[src/rtl/id_ex_stage_pkg.sv]
// rtl/id_ex_stage_pkg.sv - shared types and defaults for the ID/EX pipeline register
package id_ex_stage_pkg;

  localparam int WIDTH  = 32;
  localparam int ADDR_W = 5;

  typedef enum logic [2:0] {
    ALU_AND = 3'b000,
    ALU_OR  = 3'b001,
    ALU_ADD = 3'b010,
    ALU_SUB = 3'b100,
    ALU_MUL = 3'b101,
    ALU_SLT = 3'b110
  } alu_op_e;

  typedef enum logic [1:0] {
    FWD_RF  = 2'd0,
    FWD_WB  = 2'd1,
    FWD_MEM = 2'd2
  } fwd_sel_e;

  // Decoded control carried through the EX stage; zero is a bubble.
  typedef struct packed {
    logic    reg_write;
    logic    memto_reg;
    logic    mem_write;
    logic    alu_src;
    logic    reg_dst;
    alu_op_e alu_ctl;
  } ex_ctrl_t;

  function automatic logic dest_hits(input logic        wr_en,
                                     input logic [31:0] dest,
                                     input logic [31:0] src);
    return wr_en && (dest != 32'd0) && (dest == src);
  endfunction

endpackage

[src/rtl/id_ex_stage_forward_unit.sv]
// rtl/id_ex_stage_forward_unit.sv - picks the freshest source for one EX operand
module forward_unit
  import id_ex_stage_pkg::*;
#(
  parameter int addr_w = ADDR_W
) (
  input  logic [addr_w-1:0] src_i,
  input  logic [addr_w-1:0] write_reg_m_i,
  input  logic              reg_write_m_i,
  input  logic [addr_w-1:0] write_reg_w_i,
  input  logic              reg_write_w_i,
  output fwd_sel_e          fwd_sel_o
);

  logic [31:0] src_ext;
  logic [31:0] dest_m_ext;
  logic [31:0] dest_w_ext;

  assign src_ext    = 32'(src_i);
  assign dest_m_ext = 32'(write_reg_m_i);
  assign dest_w_ext = 32'(write_reg_w_i);

  // MEM holds the younger result, so it is checked first.
  always_comb begin
    fwd_sel_o = FWD_RF;
    if (dest_hits(reg_write_m_i, dest_m_ext, src_ext)) begin
      fwd_sel_o = FWD_MEM;
    end else if (dest_hits(reg_write_w_i, dest_w_ext, src_ext)) begin
      fwd_sel_o = FWD_WB;
    end
  end

endmodule

[src/rtl/id_ex_stage.sv]
// rtl/id_ex_stage.sv - ID/EX pipeline register with operand forwarding and load-use detection
module id_ex_stage
  import id_ex_stage_pkg::*;
#(
  parameter int width  = WIDTH,
  parameter int addr_w = ADDR_W
) (
  input  logic              clk,
  input  logic              rst,
  input  logic              Stall_E,
  input  logic              Flush_E,
  input  logic              Valid_D,
  input  logic [width-1:0]  RD1_D,
  input  logic [width-1:0]  RD2_D,
  input  logic [width-1:0]  SignImm_D,
  input  logic [addr_w-1:0] Rs_D,
  input  logic [addr_w-1:0] Rt_D,
  input  logic [addr_w-1:0] Rd_D,
  input  logic              RegWrite_D,
  input  logic              MemtoReg_D,
  input  logic              MemWrite_D,
  input  logic              ALUSrc_D,
  input  logic              RegDst_D,
  input  logic [2:0]        Alu_Control_D,
  input  logic [width-1:0]  ALUOut_M,
  input  logic [addr_w-1:0] WriteReg_M,
  input  logic              RegWrite_M,
  input  logic [width-1:0]  Result_W,
  input  logic [addr_w-1:0] WriteReg_W,
  input  logic              RegWrite_W,
  output logic [width-1:0]  ScrA,
  output logic [width-1:0]  ScrB,
  output logic [2:0]        Alu_Control,
  output logic [width-1:0]  WriteData_E,
  output logic [addr_w-1:0] WriteReg_E,
  output logic              RegWrite_E,
  output logic              MemtoReg_E,
  output logic              MemWrite_E,
  output logic              Valid_E,
  output logic              LoadUse_Stall
);

  logic              valid_q, valid_d;
  logic [width-1:0]  rd1_q, rd1_d;
  logic [width-1:0]  rd2_q, rd2_d;
  logic [width-1:0]  imm_q, imm_d;
  logic [addr_w-1:0] rs_q, rs_d;
  logic [addr_w-1:0] rt_q, rt_d;
  logic [addr_w-1:0] rd_q, rd_d;
  ex_ctrl_t          ctrl_q, ctrl_d;
  ex_ctrl_t          ctrl_in;

  fwd_sel_e          fwd_a;
  fwd_sel_e          fwd_b;
  logic [width-1:0]  opnd_a;
  logic [width-1:0]  opnd_b;

  assign ctrl_in = '{
    reg_write: RegWrite_D,
    memto_reg: MemtoReg_D,
    mem_write: MemWrite_D,
    alu_src:   ALUSrc_D,
    reg_dst:   RegDst_D,
    alu_ctl:   alu_op_e'(Alu_Control_D)
  };

  // Flush beats stall; a non-valid decode slot still latches data but no control.
  always_comb begin
    valid_d = valid_q;
    rd1_d   = rd1_q;
    rd2_d   = rd2_q;
    imm_d   = imm_q;
    rs_d    = rs_q;
    rt_d    = rt_q;
    rd_d    = rd_q;
    ctrl_d  = ctrl_q;
    if (Flush_E) begin
      valid_d = 1'b0;
      rd1_d   = '0;
      rd2_d   = '0;
      imm_d   = '0;
      rs_d    = '0;
      rt_d    = '0;
      rd_d    = '0;
      ctrl_d  = '0;
    end else if (!Stall_E) begin
      valid_d = Valid_D;
      rd1_d   = RD1_D;
      rd2_d   = RD2_D;
      imm_d   = SignImm_D;
      rs_d    = Rs_D;
      rt_d    = Rt_D;
      rd_d    = Rd_D;
      ctrl_d  = Valid_D ? ctrl_in : '0;
    end
  end

  always_ff @(posedge clk) begin
    if (rst) begin
      valid_q <= 1'b0;
      rd1_q   <= '0;
      rd2_q   <= '0;
      imm_q   <= '0;
      rs_q    <= '0;
      rt_q    <= '0;
      rd_q    <= '0;
      ctrl_q  <= '0;
    end else begin
      valid_q <= valid_d;
      rd1_q   <= rd1_d;
      rd2_q   <= rd2_d;
      imm_q   <= imm_d;
      rs_q    <= rs_d;
      rt_q    <= rt_d;
      rd_q    <= rd_d;
      ctrl_q  <= ctrl_d;
    end
  end

  forward_unit #(.addr_w(addr_w)) u_fwd_a (
    .src_i         (rs_q),
    .write_reg_m_i (WriteReg_M),
    .reg_write_m_i (RegWrite_M),
    .write_reg_w_i (WriteReg_W),
    .reg_write_w_i (RegWrite_W),
    .fwd_sel_o     (fwd_a)
  );

  forward_unit #(.addr_w(addr_w)) u_fwd_b (
    .src_i         (rt_q),
    .write_reg_m_i (WriteReg_M),
    .reg_write_m_i (RegWrite_M),
    .write_reg_w_i (WriteReg_W),
    .reg_write_w_i (RegWrite_W),
    .fwd_sel_o     (fwd_b)
  );

  always_comb begin
    case (fwd_a)
      FWD_MEM: opnd_a = ALUOut_M;
      FWD_WB:  opnd_a = Result_W;
      default: opnd_a = rd1_q;
    endcase
    case (fwd_b)
      FWD_MEM: opnd_b = ALUOut_M;
      FWD_WB:  opnd_b = Result_W;
      default: opnd_b = rd2_q;
    endcase
  end

  assign ScrA        = opnd_a;
  assign ScrB        = ctrl_q.alu_src ? imm_q : opnd_b;
  assign WriteData_E = opnd_b;
  assign Alu_Control = ctrl_q.alu_ctl;
  assign WriteReg_E  = ctrl_q.reg_dst ? rd_q : rt_q;
  assign Valid_E     = valid_q;
  assign RegWrite_E  = valid_q & ctrl_q.reg_write;
  assign MemtoReg_E  = valid_q & ctrl_q.memto_reg;
  assign MemWrite_E  = valid_q & ctrl_q.mem_write;

  // Rt_E of zero still stalls; the hazard unit turns this into flush + upstream stall.
  assign LoadUse_Stall = Valid_E && MemtoReg_E && Valid_D &&
                         ((rt_q == Rs_D) || (rt_q == Rt_D));

endmodule

[config.mk]
export PLATFORM = sky130hd
export DESIGN_NAME = id_ex_stage
export DESIGN_NICKNAME = d
export VERILOG_FILES = /design/src/rtl/id_ex_stage_pkg.sv /design/src/rtl/id_ex_stage_forward_unit.sv /design/src/rtl/id_ex_stage.sv
export SDC_FILE = /design/constraint.sdc
export NUM_CORES = 1
export LEC_CHECK = 0
export CAP_MARGIN = 20
export CORE_UTILIZATION = 35
export CTS_CLUSTER_SIZE = 16
export DETAILED_ROUTE_END_ITERATION = 10
export MAX_ROUTING_LAYER = met4
export PLACE_DENSITY = 0.68
export SLEW_MARGIN = 10
export SYNTH_ARGS = -nofsm -noshare
export SYNTH_HDL_FRONTEND = slang
export SYNTH_SLANG_ARGS = --single-unit
[constraint.sdc]
create_clock -name clk -period 6.9 [get_ports clk]
set_input_delay 1.38 -clock clk [delete_from_list [all_inputs] [get_ports clk]]
set_output_delay 1.38 -clock clk [all_outputs]
set_load 0.05 [all_outputs]
==> results.sh <==
export IMPL_status="finished clean"
export IMPL_antenna_found_initial=0
export IMPL_antenna_left=0
export IMPL_crit_path_start_kind="primary input"
export IMPL_drive_gt1_frac=0.176
export IMPL_wl_met1_mm=10.6
export IMPL_muxShareOfSynthArea=0.259
export IMPL_numCtsBuffers=17
export IMPL_worst_pin_slew_ns=1.02
export IMPL_syn_inst=750
export IMPL_r2r_start="ctrl_q[4]"
export IMPL_whs_ns=0.491
export IMPL_gp_congestion=0.867
export IMPL_num_vias=6455
export IMPL_grt_pass1_wl_mm=35.7
export IMPL_ys_warn_count=0
export IMPL_crit_end="ScrA[30]"
export IMPL_drt_initial_drc_count=273
export IMPL_netlist_area_mm2=0.00714
export IMPL_root_buffer="clkbuf_16"
export IMPL_startpoint="WriteReg_M[1]"
export IMPL_yosysTopAreaCellShare=0.336
export IMPL_layout_nets=1216
export IMPL_synth_area_per_cell_um2=9.52
export IMPL_ys_async_sr_fraction=0
export IMPL_track_usage=0.236
export IMPL_post_cts_buffers=0
export IMPL_fmax_mhz=173
export IMPL_ctsHoldBuffers=0
export IMPL_hold_path_class="register to register"
export IMPL_r2r_slack_ns=5.52
export IMPL_wl_met3_mm=1.64
export IMPL_die_y_um=145
export IMPL_drtPass1Iterations=4
export IMPL_drcViolationCount=0
export IMPL_insertedDiodeCount=0
export IMPL_crit_type="primary input to primary output"
export IMPL_power_leakage_uw=0.00406
export IMPL_synth_compound_area_frac=0.168
export IMPL_ys_seq_elements=120
export IMPL_reg2reg_depth=2
export IMPL_hpwl_mm=17.4
export IMPL_clk_pin_slew_ns=0.05
export IMPL_die_w_um=145
export IMPL_drv_cap=0
export IMPL_end_kind="primary output"
export IMPL_cp_slowest_cell="clkdlybuf4s50_1"
export IMPL_reg2reg_to="ctrl_q[4]"
export IMPL_synth_commonest_cells="153 x nor2_1, 143 x mux2i_1, 120 x dfxtp_1"
export IMPL_relSlewSlack=0.320
export IMPL_power_per_cell_area_mw_per_mm2=191
export IMPL_cts_tree="done"
export IMPL_grt_pass1_vias=6233
export IMPL_wl_per_cell_um=19.1
export IMPL_irDropWorstVdd_mv=0.160
export IMPL_synth_area_leader_cell="dfxtp_1"
export IMPL_synth_top_cells_by_area="dfxtp_1 34%, mux2i_1 20%, a31oi_4 8.9%"
export IMPL_top_layer="met4"
export IMPL_dr_wl_met2_mm=11.9
export IMPL_post_drt_via_cell_ratio=5.00
export IMPL_core_mm2=0.0197
export IMPL_rsz0062_at_grt="no"
export IMPL_cts_max_path_buffers=2
export IMPL_grt_remaining_overflow=0
export IMPL_period_needed_ns=5.79
export IMPL_drt_wl_total_mm=24.6
export IMPL_area_growth_pct=50.9
export IMPL_path_max_fanout=64
export IMPL_cts_resized=0
export IMPL_initial_core_util=0.362
export IMPL_synth_xor_area_frac=0.0368
export IMPL_cp_arrival_ns=4.41
export IMPL_hold_viol_final=0
export IMPL_rows=51
export IMPL_timing_setup_tns_ns=0
export IMPL_drv_slew=0
export IMPL_cts_sinks=120
export IMPL_setup_viol=0
export IMPL_cts_htree_levels=4
export IMPL_synth_seq_area_share=0.336
export IMPL_synthFlopType="dfxtp_1"
export IMPL_synth_adder_area_share=0
export IMPL_synth_top_family_by_area="multiplexers"
export IMPL_grt_max_degree=79
export IMPL_synth_nets=950
export IMPL_io_pins=309
export IMPL_required_ns=5.52
export IMPL_portBuffers=308
export IMPL_slowest_delay_ns=0.82
export IMPL_post_synth_top_count_cell="nor2_1"
export IMPL_fin_skew_ns=0
export IMPL_synthSimpleGateAreaFrac=0.146
export IMPL_worstSkewPairLatency_ns=0.41
export IMPL_synth_edff_count=0
export IMPL_nFillCells=1799
export IMPL_fp_dieArea_mm2=0.0210
export IMPL_path_common_cell="clkdlybuf4s50_1"
export IMPL_finalCritPeriodShare=0.839
export IMPL_yosysUniqueCellTypes=34
export IMPL_crit_chain="clkdlybuf4s50_1, or4_4, o21ai_0, or4_2, buf_4, nor2_1, a21oi_1, clkdlybuf4s50_1"
worst max-delay path: cells and delay by family:
kind / cells / cell delay, ns
buffers and inverters: 3 / 1.84
AO/OA/AOI/OAI: 2 / 0.32
AND/OR/NAND/NOR: 3 / 0.84
cells by family (layout without fill, tap and decap cells):
group / Yosys count / after routing
AO/OA/AOI/OAI: 110 / 110
AND/OR/NAND/NOR: 237 / 237
multiplexers: 180 / 180
flip-flops: 120 / 120
XOR/XNOR: 30 / 30
buffers and inverters: 73 / 350
registers in the layout (all words and copies together), names as in the netlist:
register	cells
rd1_q	32
rs_q	5
Alu_Control	3
rd_q	5
imm_q	32
rd2_q	32
ctrl_q	5
Valid_E	1
rt_q	5
metal layers:
| metal | up-vias | track usage |
|---|---|---|
| met5 | - | - |
| met4 | 0 | 0.0787 |
| met3 | 35 | 0.0559 |
| met2 | 239 | 0.392 |
| met1 | 3002 | 0.280 |
| li1 | 3179 | - |
where the power goes:
group / switching, µW / internal (µW)
registers: 17.5 / 716
clock network: 316 / 506
logic: 268 / 230
cells in the final DEF (no fill, tap or decap), types with 2 or more instances in the layout:
cell type	netlist	routed
nand3_1	35	35
nor2_1	153	153
xnor2_1	17	17
clkinvlp_4	0	3
dfxtp_1	120	119
clkbuf_1	34	2
buf_12	3	2
a31oi_4	30	30
clkinv_2	0	5
mux2_2	37	37
clkbuf_16	0	17
o211ai_4	1	2
o21ai_1	3	3
xor2_1	13	13
clkdlybuf4s50_1	0	274
nand4_1	2	2
a31oi_1	2	2
buf_4	5	43
o21ai_2	29	29
or4_4	2	2
and2_1	3	3
a22oi_1	8	8
nor3_1	34	34
or2_4	0	2
a21oi_1	34	34
mux2i_1	143	143
clkbuf_8	0	2
area by class of cell:
cell class | instances | area [µm²] | area share
Clock buffer | 21 | 460 | 0.0427
Clock inverter | 9 | 77.6 | 0.00720
Sequential cell | 120 | 2400 | 0.223
Tap cell | 265 | 332 | 0.0308
Multi-Input combinational cell | 557 | 4390 | 0.407
Timing Repair Buffer | 320 | 3120 | 0.289
through the flow:
step	instance area (µm²)	power [µW]	utilization	instances	setup WS [ns]
after floorplan	7140	1020	-	750	1.76
after global placement	10200	1240	0.519	1262	1.22
after detailed placement	10200	1250	0.519	1262	1.14
after CTS	10800	2070	0.547	1292	1.14
after global routing	10800	2130	0.547	1292	0.869
final	10800	2050	0.547	1292	1.11
worst min path at each step:
stage	start	endpoint	slack, ns	depth (start not counted)
final	rd2_q[0]	rd2_q[0]	0.49	2
after global routing	imm_q[24]	imm_q[24]	0.51	2
after CTS	rd2_q[0]	rd2_q[0]	0.50	2
after detailed placement	rd2_q[0]	rd2_q[0]	0.48	2
after global placement	imm_q[24]	imm_q[24]	0.47	2
after floorplan	imm_q[0]	imm_q[0]	0.46	2
No activity file was read; power rests on OpenSTA's default activity.
